--- config.mk ---
export PLATFORM = sky130hd
export DESIGN_NAME = syn_gpu_lf_mem_agent
export DESIGN_NICKNAME = d
export VERILOG_FILES = /design/src/rtl/syn_gpu_pkg.sv /design/src/rtl/syn_gpu_lf_mem_agent.sv
export SDC_FILE = /design/constraint.sdc
export NUM_CORES = 1
export LEC_CHECK = 0
export BUFFER_PORTS_ARGS = -buffer_cell sky130_fd_sc_hd__buf_4
export CORE_MARGIN = 2
export CORE_UTILIZATION = 38
export DETAILED_ROUTE_END_ITERATION = 6
export PLACE_DENSITY = 0.83
export SYNTH_ARGS = -nofsm -noshare
export SYNTH_HDL_FRONTEND = slang
export SYNTH_SLANG_ARGS = --single-unit
--- constraint.sdc ---
create_clock -name clk_ir -period 2.16 [get_ports clk_ir]
set_clock_uncertainty 0.05 [all_clocks]
set_input_delay 0.54 -clock clk_ir [delete_from_list [all_inputs] [get_ports clk_ir]]
set_output_delay 0.54 -clock clk_ir [all_outputs]
set_load 0.03 [all_outputs]
--- src/rtl/syn_gpu_pkg.sv ---
// Shared GPU-level types: pixel-coordinate pointers, LIFO entry type and the
// LIFO memory-agent state encoding.
package syn_gpu_pkg;

  localparam int LF_DATA_W = 16;
  localparam int PT_X_W    = 10;
  localparam int PT_Y_W    = 9;

  // Pixel address as carried on the pointer and SRAM buses: {y,x}.
  typedef struct packed {
    logic [PT_Y_W-1:0] y;
    logic [PT_X_W-1:0] x;
  } point_t;

  typedef logic [LF_DATA_W-1:0] lf_data_t;

  typedef enum logic [2:0] {
    IDLE,
    WR_REQ,
    RD_REQ,
    RD_WAIT,
    RD_RSP,
    SETTLE
  } lf_agent_st_t;

endpackage

--- src/rtl/syn_gpu_lf_mem_agent.sv ---
// Turns fill-engine LIFO push/pop requests into single outstanding SRAM ops,
// steering the pointer controller and returning popped entries to the client.
module syn_gpu_lf_mem_agent
  import syn_gpu_pkg::*;
#(
  parameter int P_DATA_W = LF_DATA_W,
  parameter int P_X_W    = PT_X_W,
  parameter int P_Y_W    = PT_Y_W
) (
  input  logic                     clk_ir,
  input  logic                     rst_sync,
  input  logic                     push_valid,
  input  logic [P_DATA_W-1:0]      push_data,
  output logic                     push_ready,
  input  logic                     pop_valid,
  output logic                     pop_ready,
  output logic                     pop_rsp_valid,
  output logic [P_DATA_W-1:0]      pop_rsp_data,
  output logic                     lf_wr_en,
  output logic                     lf_rd_en,
  input  logic                     lf_full,
  input  logic                     lf_empty,
  input  logic [P_X_W+P_Y_W-1:0]   lf_waddr,
  input  logic [P_X_W+P_Y_W-1:0]   lf_raddr,
  output logic                     mem_req_valid,
  input  logic                     mem_req_ready,
  output logic                     mem_req_wr,
  output logic [P_X_W+P_Y_W-1:0]   mem_req_addr,
  output logic [P_DATA_W-1:0]      mem_req_wdata,
  input  logic                     mem_rsp_valid,
  input  logic [P_DATA_W-1:0]      mem_rsp_data,
  output logic                     err_unexp_rsp
);

  localparam int A_W = P_X_W + P_Y_W;

  lf_agent_st_t        state_q, state_d;
  logic [A_W-1:0]      addr_q;
  logic [P_DATA_W-1:0] wdata_q;
  logic [P_DATA_W-1:0] rdata_q;
  logic                err_q;

  logic push_acc;
  logic pop_acc;

  // Accepts only happen from IDLE; push wins when both are requested.
  assign push_acc = (state_q == IDLE) && push_valid && !lf_full && !rst_sync;
  assign pop_acc  = (state_q == IDLE) && pop_valid && !push_valid && !lf_empty && !rst_sync;

  always_comb begin
    // NOTE: every output of this block gets a default before the case so no
    // path through it leaves a signal unassigned, which would infer a latch.
    state_d       = state_q;
    push_ready    = 1'b0;
    pop_ready     = 1'b0;
    mem_req_valid = 1'b0;
    mem_req_wr    = 1'b0;
    lf_wr_en      = 1'b0;
    lf_rd_en      = 1'b0;
    pop_rsp_valid = 1'b0;

    unique case (state_q)
      IDLE: begin
        push_ready = !lf_full;
        pop_ready  = !lf_empty && !push_valid;
        if (push_valid && !lf_full) begin
          state_d = WR_REQ;
        end else if (pop_valid && !lf_empty) begin
          state_d = RD_REQ;
        end
      end
      WR_REQ: begin
        mem_req_valid = 1'b1;
        mem_req_wr    = 1'b1;
        if (mem_req_ready) begin
          lf_wr_en = 1'b1;
          state_d  = SETTLE;
        end
      end
      RD_REQ: begin
        mem_req_valid = 1'b1;
        if (mem_req_ready) begin
          lf_rd_en = 1'b1;
          state_d  = RD_WAIT;
        end
      end
      RD_WAIT: begin
        if (mem_rsp_valid) begin
          state_d = RD_RSP;
        end
      end
      RD_RSP: begin
        pop_rsp_valid = 1'b1;
        state_d       = IDLE;
      end
      SETTLE: begin
        // Pointer controller outputs are registered; give them one cycle.
        state_d = IDLE;
      end
      default: begin
        state_d = IDLE;
      end
    endcase

    // The reset is synchronous, so during the reset cycle state_q may still
    // hold an in-flight op; mask every handshake/strobe so nothing leaks out.
    if (rst_sync) begin
      state_d       = IDLE;
      push_ready    = 1'b0;
      pop_ready     = 1'b0;
      mem_req_valid = 1'b0;
      mem_req_wr    = 1'b0;
      lf_wr_en      = 1'b0;
      lf_rd_en      = 1'b0;
      pop_rsp_valid = 1'b0;
    end
  end

  always_ff @(posedge clk_ir) begin
    // NOTE: state registers use non-blocking assignment so every flop samples
    // pre-edge values regardless of the order the simulator evaluates blocks.
    if (rst_sync) begin
      state_q <= IDLE;
      addr_q  <= '0;
      wdata_q <= '0;
      rdata_q <= '0;
      err_q   <= 1'b0;
    end else begin
      state_q <= state_d;

      if (push_acc) begin
        addr_q  <= lf_waddr;
        wdata_q <= push_data;
      end else if (pop_acc) begin
        addr_q  <= lf_raddr;
      end

      if (mem_rsp_valid) begin
        if (state_q == RD_WAIT) begin
          rdata_q <= mem_rsp_data;
        end else begin
          err_q <= 1'b1;
        end
      end
    end
  end

  assign mem_req_addr  = addr_q;
  assign mem_req_wdata = wdata_q;
  assign pop_rsp_data  = rdata_q;
  assign err_unexp_rsp = err_q;

endmodule

==> results of run 1 <==
Yosys cell counts, types with 2 or more instances:
cell type,n
nor4_2,2
buf_2,5
o32ai_1,19
clkbuf_1,15
a211oi_1,9
dfxtp_1,55
nand2b_1,2
a21oi_1,33
nor2_1,21
inv_1,3
nand2_1,67
nor3_1,4
a211oi_2,10
a31oi_1,2
final timing paths:
path	to	depth (start not counted)
worst min-delay path	mem_req_wdata[6]	2
worst max-delay path	pop_ready	3
worst min register to register	mem_req_wdata[6]	2
worst max register to register	mem_req_wdata[7]	4
report_power, final:
| group | internal (mW) | switching, mW | total [mW] | leakage [nW] |
|---|---|---|---|---|
| Sequential | 1.07 | 0.0297 | 1.10 | 0.448 |
| Combinational | 0.271 | 0.341 | 0.612 | 0.970 |
| Clock | 0.375 | 0.317 | 0.693 | 0.0612 |
| Total | 1.72 | 0.688 | 2.41 | 1.48 |
per-layer routing:
metal	vias to the layer above	GRT usage, %
li1	1200	-
met1	1066	20.76
met2	78	32.87
met3	6	5.778
met4	0	5.593
met5	-	0
layout make-up:
class                      count  share of cell area, %
timing repair buffer         148                  31.74
sequential                    55                  31.14
multi-input combinational    185                  30.82
tap                           75                  2.651
clock buffer                   6                  2.333
clock inverter                 2                 0.9898
inverter                       3                 0.3181
state kept, by name, indices dropped and copies added (netlist names):
| register | count |
|---|---|
| mem_req_wdata | 16 |
| err_unexp_rsp | 1 |
| mem_req_addr | 19 |
| state_q | 3 |
| pop_rsp_data | 16 |
cells by family (layout without fill, tap and decap cells):
kind of cell / after synthesis / in the layout / share of synthesized area [%]
compound gates: 77 / 77 / 25.29
xor+xnor: 1 / 1 / 0.3857
buf+inv: 26 / 159 / 5.068
flops: 55 / 55 / 48.49
mux: 1 / 1 / 0.4408
simple gates: 106 / 106 / 20.33
what timing repair did:
item	CTS	global route
setup endpoints to repair	0	1
hold buffers	0	0
resized for setup	0	1
hold endpoints to repair	0	0
buffers inserted	0	0
per-stage QoR:
step / hold slack (ns) / setup slack [ns]
2_1_floorplan: 0.5302 / -0.008445
3_3_place_gp: 0.3926 / 0.1524
3_5_place_dp: 0.3997 / 0.1322
4_1_cts: 0.4126 / 0.03481
5_1_grt: 0.4044 / -0.001019
6_report: 0.4083 / 0.04450
layout by cell type (no fill, tap or decap), types with 2 or more instances in the layout:
cell type  instances
nor4_2             2
inv_1              3
a31oi_1            2
buf_4            147
nand2_1           67
a21oi_1           33
a211oi_2          10
clkbuf_8           6
nor2_1            21
nor3_2             3
a211oi_1           9
nand2b_1           2
o32ai_1           19
dfxtp_1           54
critical path, stage by stage, from the launching register on:
cell and delay [ns]:
dfxtp_2 0.33, or4_4 0.56, nor3_2 0.14, buf_4 0.19
==> results.yml, run 1 <==
routing:
  avgRoutedWirePerCell_um: 13.02
  ant_nets: 0
  top_layer: "met4"
  vias: 2350
  wirelength_mm: 6.170
  drt_pass1_iterations: 4
  wl_met2_mm: 3.171
  met1_length_mm: 2.439
  routed_via_density: 4.958
  drt_iter0_drc: 55
  drc_errors: 0
  met3_wirelength_um: 507
setup_path:
  crit_arrival_ns: 1.53
  crit_start: "state_q[2]"
  required_ns: 1.57
  r2r_setup_slack_ns: 0.39
  cp_max_fo: 3
  worst_r2r_startpoint: "state_q[2]"
  cp-end-kind: "output pin"
  cp-start-kind: "flop"
  crit_type: "flop to output pin"
synth:
  ys_top_cells_by_area: "dfxtp_1 (48%), nand2_1 (11%), o32ai_1 (7.3%)"
  synth.top_cell.area_share_pct: 48.48
  synth.largest_area_cell: "dfxtp_1"
  synth_nets: 344
  seq_area_frac_synth_pct: 48.48
  synth_edf_count: 0
  ys_types: 33
  synth_area_per_cell_um2: 8.537
  yosys_warnings: 0
  syn_inst: 266
  yosys_register_bits: 55
  ys.flop_type: "dfxtp_1"
  async_reset_ff_share_pct: 0
  synthesis.area_um2: 2271
placed_design:
  portBuffers: 136
  hpwl_mm: 4.719
  dp_cells: 466
  placed_area_um2: 3421
  place.gp.congestion: 0.7293
min_path:
  min_from: "mem_req_wdata[6]"
  hp-class: "flop to flop"
power:
  p_total_mw: 2.406
  ir_drop_mv: 0.4108
  p_leak_nw: 1.479
  cellPowerDensity_nw_per_um2: 679.6
grt:
  antenna_found_initial: 0
  grt-ovfl-total: 0
  grt_max_degree: 27
  grt_pass1_vias: 2200
  grtUsageTotal_pct: 18.39
  grt_pass1_wl_mm: 9.528
clock_tree:
  cts_max_level: 2
  cts_made_buffers: 5
  cts_sinks: 55
  clkTransAtPathRegs_ns: 0.10
  clkLatencyLatePin_ns: 0.30
  clock_path_buffers: 2
  cts_root_buf: "clkbuf_8"
  cts_tree: "built"
cells_and_area:
  multi_input_area_um2: 1091
  post-route-cell-area_um2: 3540
  fillers: 537
  final_util_pct: 60.50
  nets: 476
  area_growth_pct: 55.87
  final_cell_count_no_fill: 474
  n_antenna_cell: 0
  drive_gt1_share_pct: 44.36
  seqCellArea_um2: 1102
sta:
  setup_violations: 0
  post-route-period-util_pct: 97.94
  fin_tns_setup_ns: 0
  tightestPinTransition_ns: 0.6433
  rsz0062_at_grt: "true"
  fin_crit_ns: 2.116
  maxSlewHeadroom_pct: 57.01
  hold_viol_final: 0
  fmax_mhz: 472.7
  drv_slew: 0
floorplanning:
  start_util_pct: 38.82
  die_area_um2: 6611
  fp.dieH_um: 81.31
  core_um2: 5851
  io-pin-count: 137
  chipWidth_um: 81.31
  core.rowCount: 28
flow_run:
  cap_violations: 0
run_status:
  status: "finished clean"
Power figures use the tool's default switching activity.
==> run 2, diff against run 1 <==
--- a/config.mk
+++ b/config.mk
@@ -5,11 +5,12 @@
 export SDC_FILE = /design/constraint.sdc
 export NUM_CORES = 1
 export LEC_CHECK = 0
-export BUFFER_PORTS_ARGS = -buffer_cell sky130_fd_sc_hd__buf_4
+export BUFFER_PORTS_ARGS = -buffer_cell sky130_fd_sc_hd__buf_2
 export CORE_MARGIN = 2
 export CORE_UTILIZATION = 38
 export DETAILED_ROUTE_END_ITERATION = 6
 export PLACE_DENSITY = 0.83
+export SLEW_MARGIN = 20
 export SYNTH_ARGS = -nofsm -noshare
 export SYNTH_HDL_FRONTEND = slang
 export SYNTH_SLANG_ARGS = --single-unit
==> run 2 against run 1 <==
  * Sequential power barely moved
  * Clock power down 23%
  * Critical path depth grew 1
  * Hold slack got worse by 0.0011 ns
  * Flip-flop and latch count did not move
  * Via count up 1.8%
  * Highest routed layer unchanged
==> results.yml, run 2 (same netlist as run 1, synthesis figures left out) <==
routing:
  wirelength_mm: 6.067
  drt_iter0_drc: 66
  drt_pass1_iterations: 4
  ant_nets: 0
  routed_via_density: 5.036
  vias: 2392
  avgRoutedWirePerCell_um: 12.77
  drc_errors: 0
grt:
  grt_pass1_vias: 2146
  grt-ovfl-total: 0
  grt_pass1_wl_mm: 9.342
  grtUsageTotal_pct: 17.98
  antenna_found_initial: 0
  grt_max_degree: 29
clock_tree:
  cts_max_level: 2
  post_cts_buffers: 0
  cts_sinks: 55
  clkLatencyLatePin_ns: 0.30
  cts_tree: "built"
  cts_made_buffers: 5
  clkTransAtPathRegs_ns: 0.09
  clock_path_buffers: 2
  cts_root_buf: "clkbuf_8"
floorplanning:
  io-pin-count: 137
  fp.dieH_um: 81.31
  core_um2: 5851
  chipWidth_um: 81.31
  die_area_um2: 6611
  start_util_pct: 38.82
  core.rowCount: 28
setup_path:
  crit_arrival_ns: 1.53
  cp-end-kind: "output pin"
  crit_start: "rst_sync"
  required_ns: 1.57
  cp_max_fo: 3
  crit_type: "input pin to output pin"
  cp-start-kind: "input pin"
  endpoint: "push_ready"
  reg2reg_depth: 4
  r2r_setup_slack_ns: 0.38
  r2r_end: "mem_req_wdata[0]"
  worst_r2r_startpoint: "state_q[0]"
power:
  p_seq_share_pct: 50.7
  sw_frac_of_total_pct: 31.14
  switchingPower_mw: 0.6787
  p_leak_nw: 1.398
  p_comb_share_pct: 24.7
  internal-power_mw: 1.501
  clkPwrFrac_pct: 24.6
  cellPowerDensity_nw_per_um2: 684.3
  p_total_mw: 2.180
  ir_drop_mv: 0.3428
cells_and_area:
  n_antenna_cell: 0
  fillers: 557
  drive_gt1_share_pct: 44.25
  area_growth_pct: 40.28
  largest_reg_flops: 19
  layout_commonest_cell: "buf_2"
  final_cell_count_no_fill: 475
  final_cell_mix: "buf_2 (133), nand2_1 (67), dfxtp_1 (54)"
  nets: 477
sta:
  fin_crit_ns: 2.121
  setup_violations: 0
  post-route-period-util_pct: 98.20
  drv_slew: 0
  hold_viol_final: 0
  tightestPinTransition_ns: 0.6372
  fmax_mhz: 471.4
  maxSlewHeadroom_pct: 57.42
placed_design:
  dp_cells: 467
  hpwl_mm: 4.603
  place.gp.congestion: 0.7826
  portBuffers: 136
run_status:
  status: "finished clean"
flow_run:
  cap_violations: 0
min_path:
  hp-class: "flop to flop"
run 2: cell types whose count changed in the layout (fill, tap and decap cells not counted), moves of 2 or more:
cell,delta
clkbuf_4,+2
buf_2,+133
buf_4,-134
clkbuf_1,+2
run 2: repair_timing:
item / in CTS / in global routing
setup endpoints to repair: 2 / 3
hold buffers: 0 / 0
pin swaps: 0 / 2
gates resized for setup: 2 / 6
run 2: metal layers:
layer | share of wire (%) | GRT usage, %
met5 | 0 | 0
met4 | 0.84 | 4.068
met3 | 8.3 | 4.889
met2 | 50 | 33.03
met1 | 41 | 20.59
run 2: metrics by stage:
step	instance area (µm²)	setup WS (ns)	hold WS (ns)	util (%)	TNS (ns)
after floorplan	2298	-0.008445	0.5302	-	-0.008445
after global placement	3075	0.1250	0.3892	52.57	0
after detailed placement	3075	0.1033	0.3961	52.57	0
after CTS	3161	0.01121	0.4100	54.02	0
after global routing	3186	-0.0002420	0.4048	54.45	-0.0002420
final	3186	0.03888	0.4072	54.45	0
run 2: cell type report:
cell class	instances	area [µm²]	share of cell area, %
clock inverters	1	5.005	0.1571
well taps	75	93.84	2.946
repair buffers	149	789.5	24.78
inverters	3	11.26	0.3535
clock buffers	7	76.32	2.396
multi-input cells	185	1105	34.68
flip-flops and latches	55	1105	34.68
run 2: worst min path at each step:
| stage | to | cells after the start | startpoint | slack, ns |
|---|---|---|---|---|
| 6_report | mem_req_wdata[11] | 2 | mem_req_wdata[11] | 0.41 |
| 5_1_grt | pop_rsp_data[10] | 3 | mem_rsp_data[10] | 0.40 |
| 4_1_cts | pop_rsp_data[9] | 3 | mem_rsp_data[9] | 0.41 |
| 3_5_place_dp | mem_req_wdata[2] | 2 | mem_req_wdata[2] | 0.40 |
| 3_3_place_gp | pop_rsp_data[6] | 2 | pop_rsp_data[6] | 0.39 |
| 2_1_floorplan | mem_req_wdata[0] | 2 | mem_req_wdata[0] | 0.53 |
run 2: critical path, stage by stage:
cell and delay [ns]:
buf_2 0.12, or4_4 0.56, nor2_1 0.11, clkbuf_4 0.20
run 2: power groups by stage:
stage	Sequential, mW	Clock [mW]	Combinational (mW)
2_1_floorplan	1.23	0	0.244
3_5_place_dp	1.13	0	0.534
3_3_place_gp	1.12	0	0.522
4_1_cts	1.10	0.561	0.536
6_report	1.10	0.537	0.538
5_1_grt	1.11	0.602	0.586
==> run 3, diff against run 2 <==
--- a/config.mk
+++ b/config.mk
@@ -7,9 +7,9 @@
 export LEC_CHECK = 0
 export BUFFER_PORTS_ARGS = -buffer_cell sky130_fd_sc_hd__buf_2
 export CORE_MARGIN = 2
-export CORE_UTILIZATION = 38
+export CORE_UTILIZATION = 30
 export DETAILED_ROUTE_END_ITERATION = 6
-export PLACE_DENSITY = 0.83
+export PLACE_DENSITY = 0.6
 export SLEW_MARGIN = 20
 export SYNTH_ARGS = -nofsm -noshare
 export SYNTH_HDL_FRONTEND = slang
==> run 3 against run 2 <==
  * Total power increased by 1.9%
  * Register-to-register slack about the same
  * Cell count increased by 5.7%
  * Critical path type unchanged
  * Largest cell class unchanged
==> results.yml, run 3 (same netlist as run 1, synthesis figures left out) <==
run_status:
  status: "finished clean"
floorplanning:
  start_util_pct: 31.14
  core.rowCount: 31
  die_area_um2: 8282
  core_um2: 7292
  fp.dieH_um: 91.01
  chipWidth_um: 91.01
  io-pin-count: 137
power:
  switchingPower_mw: 0.6860
  ir_drop_mv: 0.2915
  cellPowerDensity_nw_per_um2: 684.4
  clkPwrFrac_pct: 25.5
  p_seq_share_pct: 49.6
  p_comb_share_pct: 24.9
  internal-power_mw: 1.535
  p_leak_nw: 1.421
  sw_frac_of_total_pct: 30.88
clock_tree:
  cts_sinks: 55
  cts_tree: "built"
  clkTransAtPathRegs_ns: 0.09
  cts_max_level: 2
  post_cts_hold_buffer_count: 0
  cts_root_buf: "clkbuf_8"
  clkLatencyLatePin_ns: 0.30
  cts_made_buffers: 5
  clock_path_buffers: 2
sta:
  whs_ns: 0.4037
  fmax_mhz: 477.4
  fin_crit_ns: 2.095
  maxSlewHeadroom_pct: 58.10
  setup_violations: 0
  fin_tns_setup_ns: 0
  hold_viol_final: 0
  drv_slew: 0
  post-route-period-util_pct: 96.98
  tightestPinTransition_ns: 0.6268
cells_and_area:
  n_antenna_cell: 0
  layout_commonest_cell: "buf_2"
  seqCellArea_um2: 1104
  multi_input_area_um2: 1091
  area_growth_pct: 42.92
  fillers: 803
  final_cell_mix: "buf_2 (133), nand2_1 (67), dfxtp_1 (53)"
  final_util_pct: 44.51
  post-route-cell-area_um2: 3246
  final_cell_count_no_fill: 502
  largest_reg_flops: 19
  drive_gt1_share_pct: 45.16
  nets: 481
min_path:
  min_from: "pop_rsp_data[13]"
  hold_depth: 2
  hp-class: "flop to flop"
  hold_end: "pop_rsp_data[13]"
routing:
  avgRoutedWirePerCell_um: 12.77
  drc_errors: 0
  drt_pass1_iterations: 4
  routed_via_density: 4.747
  wirelength_mm: 6.409
  drt_iter0_drc: 94
  vias: 2383
  ant_nets: 0
placed_design:
  dp_cells: 494
  place.gp.congestion: 0.7392
  placed_area_um2: 3141
  portBuffers: 136
  hpwl_mm: 4.756
setup_path:
  cp-start-kind: "input pin"
  required_ns: 1.57
  crit_type: "input pin to output pin"
  cp-end-kind: "output pin"
  r2r_setup_slack_ns: 0.38
  r2r_end: "mem_req_addr[1]"
  worst_r2r_startpoint: "state_q[2]"
  cp_max_fo: 4
  reg2reg_depth: 6
  crit_arrival_ns: 1.50
grt:
  grt_max_degree: 24
  antenna_found_initial: 1
  grt_pass1_wl_mm: 10.26
  grt_pass1_vias: 2174
  grtUsageTotal_pct: 15.06
  grt-ovfl-total: 0
flow_run:
  cap_violations: 0
-- run 3: how the worst max path moves through the flow --
stage,start,end,slack [ns],depth (start not counted)
2_1_floorplan,rst_sync,push_ready,-0.008,3
5_1_grt,state_q[2],pop_ready,-0.00006,3
3_5_place_dp,rst_sync,pop_ready,0.12,4
4_1_cts,state_q[0],push_ready,0.003,3
6_report,rst_sync,pop_ready,0.07,4
3_3_place_gp,rst_sync,pop_ready,0.13,4
-- run 3: critical path, stage by stage --
cell and delay [ns]:
buf_2 0.12, or4_4 0.55, nor3_2 0.12, buf_4 0.18
-- run 3: repair_timing --
action	in CTS	in global routing
pin swaps	0	1
gates cloned	0	0
resized for setup	2	3
setup endpoints to repair	2	3
buffers inserted	0	1
-- run 3: metal layers --
layer | routed length (µm) | part of all wire [%] | track usage (%)
met5 | 13 | 0.20 | 0
met4 | 43 | 0.67 | 3.788
met3 | 546 | 8.5 | 5.477
met2 | 2900 | 45 | 24.69
met1 | 2904 | 45 | 18.80
-- run 3: power by group through the flow --
stage	Clock [mW]	Combinational (mW)	Sequential [mW]
global route	0.636	0.602	1.11
finish	0.566	0.553	1.10
CTS	0.600	0.553	1.10
detailed placement	0	0.551	1.13
floorplan	0	0.244	1.23
global placement	0	0.544	1.13
-- run 3: layout make-up --
cell class / instances / share of cell area (%)
multi-input cells: 185 / 33.62
well taps: 99 / 3.817
clock buffers: 6 / 2.544
clock inverters: 1 / 0.1542
inverters: 3 / 0.3470
flip-flops and latches: 55 / 34.00
repair buffers: 153 / 25.52
-- run 3: through the flow --
stage / setup WS (ns) / total power [mW]
finish: 0.06526 / 2.221
global placement: 0.1330 / 1.670
global route: -0.00006384 / 2.349
CTS: 0.002976 / 2.256
floorplan: -0.008445 / 1.469
detailed placement: 0.1170 / 1.677
